### src/rtl/qupls_erc_sequencer_pkg.sv
// Shared types for the ERC serialization sequencer.
// Latency: n/a (types and constants only).
// Backpressure: n/a.
// Contents: erc_state_t (sequencer FSM states) and rob_ndx_t (ROB tag type).
package QuplsPkg;

    localparam int ROB_ENTRIES = 16;
    localparam int TW          = $clog2(ROB_ENTRIES);

    typedef logic [TW-1:0] rob_ndx_t;

    typedef enum logic [1:0] {
        IDLE     = 2'd0,
        DRAIN    = 2'd1,
        ISSUE    = 2'd2,
        WAIT_CMT = 2'd3
    } erc_state_t;

endpackage

### src/rtl/qupls_erc_sequencer_watchdog.sv
// Cycle counter that flags a stuck ERC sequence after LIMIT counted cycles.
// Latency: o_expired is combinational from the count, asserted on the LIMIT-th counted cycle.
// Backpressure: none; the caller owns clear/enable.
// Ports:
//   clk, rst_n  - clock, asynchronous active-low reset
//   i_count_en  - count this cycle (sequencer is waiting)
//   i_clear     - synchronous clear, wins over i_count_en
//   o_expired   - count has reached LIMIT-1 while counting
module qupls_erc_watchdog #(
    parameter int LIMIT = 1024
) (
    input  logic clk,
    input  logic rst_n,
    input  logic i_count_en,
    input  logic i_clear,
    output logic o_expired
);

    localparam int CW = (LIMIT > 2) ? $clog2(LIMIT) : 1;

    logic [CW-1:0] r_cnt;

    always_ff @(posedge clk or negedge rst_n) begin
        if (!rst_n) begin
            r_cnt <= '0;
        end else if (i_clear) begin
            r_cnt <= '0;
        end else if (i_count_en) begin
            r_cnt <= r_cnt + 1'b1;
        end
    end

    assign o_expired = i_count_en & (r_cnt == CW'(LIMIT - 1));

endmodule

### src/rtl/qupls_erc_sequencer.sv
// Serializes ERC instructions: stalls younger decode, drains older work, issues the ERC alone.
// Latency: accept edge N -> DRAIN N+1 -> ISSUE >= N+2 -> WAIT_CMT -> IDLE the cycle after its commit.
// Backpressure: dec_stall is a pure decode of the state register (no input-to-output path).
// Optional feature: define QUPLS_ERC_WATCHDOG_EN to compile in the TIMEOUT_CYC watchdog.
// Ports:
//   clk, rst_n                 - clock, asynchronous active-low reset
//   dec_v, dec_erc, dec_tag    - decode slot valid, ERC flag, ROB tag
//   dec_stall                  - hold off further decode/dispatch
//   rob_head_v, rob_head_tag   - oldest uncommitted ROB entry
//   cmt_v, cmt_tag             - commit pulse and tag
//   flush                      - pipeline flush, aborts the sequence
//   erc_issue, erc_tag         - one-cycle issue permit, captured ERC tag
//   erc_active, erc_timeout    - sequencer busy, watchdog expiry pulse
module qupls_erc_sequencer
    import QuplsPkg::*;
#(
    parameter int ROB_ENTRIES = 16,
    parameter int TIMEOUT_CYC = 1024
) (
    input  logic                           clk,
    input  logic                           rst_n,
    input  logic                           dec_v,
    input  logic                           dec_erc,
    input  logic [$clog2(ROB_ENTRIES)-1:0] dec_tag,
    output logic                           dec_stall,
    input  logic [$clog2(ROB_ENTRIES)-1:0] rob_head_tag,
    input  logic                           rob_head_v,
    input  logic                           cmt_v,
    input  logic [$clog2(ROB_ENTRIES)-1:0] cmt_tag,
    input  logic                           flush,
    output logic                           erc_issue,
    output logic [$clog2(ROB_ENTRIES)-1:0] erc_tag,
    output logic                           erc_active,
    output logic                           erc_timeout
);

    localparam int TAGW = $clog2(ROB_ENTRIES);

    erc_state_t      r_state;
    erc_state_t      w_next;
    logic [TAGW-1:0] r_erc_tag;

    logic w_accept;
    logic w_head_match;
    logic w_cmt_match;
    logic w_timeout;

    assign w_accept     = dec_v & dec_erc & ~flush;
    // Tags wrap mod ROB_ENTRIES, so only exact equality is meaningful.
    assign w_head_match = rob_head_v & (rob_head_tag == r_erc_tag);
    assign w_cmt_match  = cmt_v & (cmt_tag == r_erc_tag);

`ifdef QUPLS_ERC_WATCHDOG_EN
    logic w_wd_count;
    logic w_wd_clear;
    logic w_wd_expired;

    assign w_wd_count = ((r_state == DRAIN) || (r_state == WAIT_CMT)) & ~flush;
    assign w_wd_clear = flush | w_timeout | (r_state == IDLE) | (r_state == ISSUE);

    qupls_erc_watchdog #(
        .LIMIT (TIMEOUT_CYC)
    ) u_watchdog (
        .clk        (clk),
        .rst_n      (rst_n),
        .i_count_en (w_wd_count),
        .i_clear    (w_wd_clear),
        .o_expired  (w_wd_expired)
    );

    // A commit that completes the sequence on the expiry cycle is real progress,
    // so it suppresses the timeout rather than reporting a false hang.
    assign w_timeout = w_wd_expired & ~flush & ~((r_state == WAIT_CMT) & w_cmt_match);
`else
    logic w_unused_cfg;
    assign w_unused_cfg = &{1'b0, TIMEOUT_CYC[0]};
    assign w_timeout    = 1'b0;
`endif

    always_ff @(posedge clk or negedge rst_n) begin
        if (!rst_n) begin
            r_state <= IDLE;
        end else begin
            r_state <= w_next;
        end
    end

    always_comb begin
        w_next = r_state;
        case (r_state)
            IDLE:     if (w_accept)     w_next = DRAIN;
            DRAIN:    if (w_head_match) w_next = ISSUE;
            ISSUE:                      w_next = WAIT_CMT;
            WAIT_CMT: if (w_cmt_match)  w_next = IDLE;
            default:                    w_next = IDLE;
        endcase
        if (w_timeout) begin
            w_next = IDLE;
        end
        // Flush overrides everything, including a same-cycle drain or commit match.
        if (flush) begin
            w_next = IDLE;
        end
    end

    always_ff @(posedge clk or negedge rst_n) begin
        if (!rst_n) begin
            r_erc_tag <= '0;
        end else if ((r_state == IDLE) && w_accept) begin
            r_erc_tag <= dec_tag;
        end
    end

    assign dec_stall   = (r_state != IDLE);
    assign erc_active  = dec_stall;
    // Not masked by flush: the consumer qualifies the permit with ~flush.
    assign erc_issue   = (r_state == ISSUE);
    assign erc_tag     = r_erc_tag;
    assign erc_timeout = w_timeout;

endmodule

### config.mk
export PLATFORM = sky130hd
export DESIGN_NAME = qupls_erc_sequencer
export DESIGN_NICKNAME = d
export VERILOG_FILES = /design/src/rtl/qupls_erc_sequencer_pkg.sv /design/src/rtl/qupls_erc_sequencer_watchdog.sv /design/src/rtl/qupls_erc_sequencer.sv
export SDC_FILE = /design/constraint.sdc
export NUM_CORES = 1
export LEC_CHECK = 0
export CORE_MARGIN = 3
export CORE_UTILIZATION = 25
export CTS_BUF_LIST = sky130_fd_sc_hd__clkbuf_16
export CTS_CLUSTER_SIZE = 14
export DETAILED_ROUTE_END_ITERATION = 16
export DONT_BUFFER_PORTS = 1
export PLACE_DENSITY_LB_ADDON = 0.05
export REMOVE_ABC_BUFFERS = 1
export SLEW_MARGIN = 20
export SYNTH_ARGS = -nofsm -noshare
export SYNTH_HDL_FRONTEND = slang
export SYNTH_HIERARCHICAL = 1
export SYNTH_SLANG_ARGS = --single-unit
export TNS_END_PERCENT = 10
### constraint.sdc
create_clock -name clk -period 1.5 [get_ports clk]
set_clock_uncertainty 0.05 [all_clocks]
set_input_delay 0.45 -clock clk [delete_from_list [all_inputs] [get_ports clk]]
set_output_delay 0.45 -clock clk [all_outputs]
set_load 0.005 [all_outputs]
# After elaboration in Yosys (flattened, before gate mapping)
# Cells that the tools add are included.
# W data, S select, Z words.
word_totals:
  ff_bits: 6
  input_bits: 19
  output_inout_bits: 8
  elab_cells: 24
op_classes:
  eq_ne: 8
  mux: 5
  n_bitwise: 5
  reduce_logical: 4
op_table:
  columns: ["cell", "count"]
  rows:
  - ["$ne A3 B3 Y1 const B", 3]
  - ["$eq A4 B4 Y1", 2]
  - ["$mux W2", 4]
  - ["$pmux W2 S4", 1]
  - ["$and A1 B1 Y1", 4]
  - ["$eq A2 B2 Y1 const B", 2]
  - ["$reduce_and A3 Y1", 1]
  - ["$eq A2 B1 Y1 const B", 1]
  - ["$logic_not A2 Y1", 1]
  - ["$reduce_bool A2 Y1", 1]
  - ["$logic_and A1 B1 Y1", 1]
  - ["$not A1 Y1", 1]

# Logic depth before layout (Yosys ltp)
logic_depth:
  depth_word: 5
  mapped_depth: 6
  mapped_depth_nobuf: 6

# Worst setup path before layout
# OpenSTA, ideal clock, no wires.
synth_path:
  path_kind: "input to register"
  from: "input port cmt_tag[1]"
  to: "register r_state[0]"
  setup_time_ns: 0.128
  arrival_time_ns: 1.455
  required_ns: 1.322
  path_slack_ns: -0.133
  stages: 5
  n_path_buf: 0
  cell_sequence: "xor2_1 > nor3_2 > nand3_1 > a221oi_2 > mux2_1"
synth_between:
  elab_chain_cells: 4
synth_rtl:
  columns: ["item", "line", "rtl"]
  rows:
  - ["from (decl)", "qupls_erc_sequencer.sv:29", "input logic [$clog2(ROB_ENTRIES)-1:0] cmt_tag,"]
  - ["$eq A4 B4 Y1", "qupls_erc_sequencer.sv:51", "assign w_cmt_match = cmt_v & (cmt_tag == r_erc_tag);"]
  - ["$and A1 B1 Y1", "qupls_erc_sequencer.sv:51", null]
  - ["$ne A3 B3 Y1 (no line)", null, null]
  - ["$reduce_and A3 Y1 (no line)", null, null]
  - ["to (signal assigned)", "qupls_erc_sequencer.sv:84", "r_state <= w_next;"]
  - ["to (decl)", "qupls_erc_sequencer.sv:39", "erc_state_t r_state;"]
# No other way between the ends.
# A chain may end at the register's enable or synchronous reset.

# Worst setup path after layout
layout_path:
  from: "register r_erc_tag[2], in the netlist erc_tag[2]"
  to: "register r_state[0]"
layout_between:
  elab_chain_cells: 4
  word_cells_on_any_way: 7
  cone_classes: "4 x eq/ne; 2 x bitwise; 1 x reduce/logical"
layout_rtl:
  columns: ["item", "line", "rtl"]
  rows:
  - ["from (decl)", "qupls_erc_sequencer.sv:41", "logic [TAGW-1:0] r_erc_tag;"]
  - ["from (signal assigned)", "qupls_erc_sequencer.sv:110", "r_erc_tag <= dec_tag;"]
  - ["$eq A4 B4 Y1, on equally long branches", "qupls_erc_sequencer.sv:51, qupls_erc_sequencer.sv:50", null]
  - ["$and A1 B1 Y1, on equally long branches", "qupls_erc_sequencer.sv:51, qupls_erc_sequencer.sv:50", null]
  - ["$ne A3 B3 Y1 (no line)", null, null]
  - ["$reduce_and A3 Y1 (no line) (*)", null, null]
# Every way passes the cells marked *; elsewhere a longest branch is shown, timed or not.

==> results.cfg <==
[finish]
nets = 81
antenna_cells = 0
fin_util_pct = 40.48
fillers = 157
final-instance-count-excl-fill = 72
area_delta_synth_final_pct = 44.48
fin_area_um2 = 638.1
seqCellArea_um2 = 150.1
layout-drive-gt1-share_pct = 41.07
multi_input_area_um2 = 277.8

[status]
violations = negative setup slack
status = finished, violations left

[route]
num_vias = 344
ant_nets = 0
drc = 0
drt_iter0_drc = 1
viasPerCell = 4.778
avgRoutedWirePerCell_um = 14.58
first_pass_iters = 2
routed_wl_um = 1050

[yosys]
avgSynthCellArea_um2 = 10.52
synth_top_area_cell = dfrtp_1
synth_commonest_cells = 6 x dfrtp_1, 6 x xor2_1, 5 x mux2_1
synthArstFlopShare_pct = 100.0
synthCells = 42
synth.yosys.seq_area_share_pct = 33.99
ys.flop_type = dfrtp_1
synth_area_leaders = dfrtp_1 34%, mux2_1 13%, xor2_1 12%
synth-edff-count = 0
synthesis.area_um2 = 441.7
synth_cell_types = 18
ys.warnings.count = 6
ys_ff_latch = 6
netlist.area_leader.share_pct = 33.99

[critical_path]
crit_path_end_kind = flop
critical_path_class = reg2reg
slowest_delay_ps = 420
reg2reg_slack_ps = -160
crit_fanout = 3
cp.required_ps = 1550
r2r_end = r_state[0]
cp-start-kind = flop
cp_slowest_cell = dfrtp_1
reg2reg_from = erc_tag[2]
r2r_cells = 5
worstPathCellList = xor2_1 > nor3_1 > a31oi_1 > a221oi_2 > mux2_1
critPathArrivalTime_ps = 1710

[timing]
setup_viol = 8
fmax_mhz = 602.7
rsz0062_at_grt = yes
hold_violations = 0
setup_ws_ps = -159.3
finalCritPeriodShare_pct = 110.6
finalMaxSlewViolations = 0
whs_ps = 309.7
finalCriticalPeriod_ps = 1659

[run]
cap_violations = 0

[worst_hold_path]
min_path_type = in2reg
min_from = dec_tag[1]
worstHoldPathCells = 1
worstHoldEndpoint = erc_tag[1]

[clock_tree]
cts_root_buf = clkbuf_16
h-tree-depth = 1
cts_sinks = 6
worstSkewPairLatency_ps = 220
clockBufferDepth = 2
cts_tree = yes
numCtsBuffers = 3
clk_pin_slew_ps = 30

[placement]
dp.cells = 67
place.gp.congestion = 0.6735
dp_hpwl_um = 905.8
placed_area_um2 = 529.3
io_buffer_count = 0

[global_routing]
grt_pass1_vias = 335
overflow = 0
grtUsageTotal_pct = 9.863
grt_pass1_wl_um = 1442
grt_max_degree = 7
antenna_found_initial = 0

[power]
leakage_nw = 0.3147
power_density_nw_per_um2 = 2226
peakVddDrop_mv = 1.143
power_mw = 1.421

[floorplanning]
io_pins = 27
die_x_um = 48.03
core_um2 = 1577
fp.dieH_um = 48.03
num_rows = 14
dieArea_um2 = 2307
start_util_pct = 28.02
metal layers:
layer,part of all wire [%],GRT usage [%]
met4,0.48,8.065
met1,43,11.63
met3,9.2,2.632
met5,0,0
met2,47,14.78
cells in the final DEF, fill, tap and decap left out, drive strengths merged:
cell         count
a221oi           1
a31oi            1
buf             12
clkbuf           3
conb             1
dfrtp            6
dlygate4sd3      1
ha               4
inv              4
mux2             5
mux2i            1
nand2            1
nand2b           2
nand3            1
nor2             2
nor3             2
or3              1
xnor2            2
xor2             6
worst max-delay path by stage:
stage	start	to	slack (ps)
floorplan	r_state[0]	erc_tag[0]	-140
global placement	cmt_tag[1]	r_state[0]	-200
detailed placement	erc_tag[2]	r_state[0]	-210
CTS	erc_tag[3]	r_state[0]	-180
global route	erc_tag[2]	r_state[0]	-240
finish	erc_tag[2]	r_state[0]	-160
critical path, delay by kind of cell (launching register included):
family                    cells  cell delay (ps)
DFF                           1              420
and+or+nand+nor               1              180
muxes                         1              350
AOI/OAI and AO/OA             2              370
xor gates and xnor gates      1              160
where the power goes:
| part | internal [mW] | switching, mW | total (mW) |
|---|---|---|---|
| clock | 0.342 | 0.0832 | 0.425 |
| sequential | 0.239 | 0.0763 | 0.316 |
| combinational | 0.407 | 0.273 | 0.680 |
| total | 0.988 | 0.433 | 1.42 |
timing repair:
item / 4_1_cts / 5_1_grt
gates resized for setup: 1 / 5
setup endpoints to repair: 8 / 8
hold buffers: 1 / 0
hold endpoints to repair: 6 / 0
pin swaps: 4 / 5
setup buffers: 1 / 0
cell type report:
class,count,area share (%)
Sequential cell,6,23.53
Timing Repair Buffer,13,15.69
Tap cell,16,3.137
Multi-Input combinational cell,30,43.53
Clock buffer,3,11.76
Inverter,4,2.353
logic make-up after synthesis:
| kind of cell | after synthesis | synth area share (%) |
|---|---|---|
| other | 1 | 0.8490 |
| AO/OA/AOI/OAI | 2 | 4.816 |
| adder cells (fa/ha/maj) | 4 | 11.33 |
| XOR/XNOR | 8 | 15.86 |
| flip-flops | 6 | 33.99 |
| buffers and inverters | 6 | 6.797 |
| multiplexers | 6 | 15.01 |
| AND/OR/NAND/NOR | 9 | 11.33 |
through the flow:
stage | worst slack [ps] | setup TNS (ps)
after floorplan | -142.5 | -702.9
after global placement | -198.8 | -752.7
after detailed placement | -206.3 | -835.7
after CTS | -183.3 | -888.5
after global routing | -242.9 | -1014
final | -159.3 | -675.7
registers in the layout, summed over array words and instances (netlist names):
| register | count |
|---|---|
| r_state | 2 |
| erc_tag | 4 |
No activity file was read; power rests on OpenSTA's default activity.
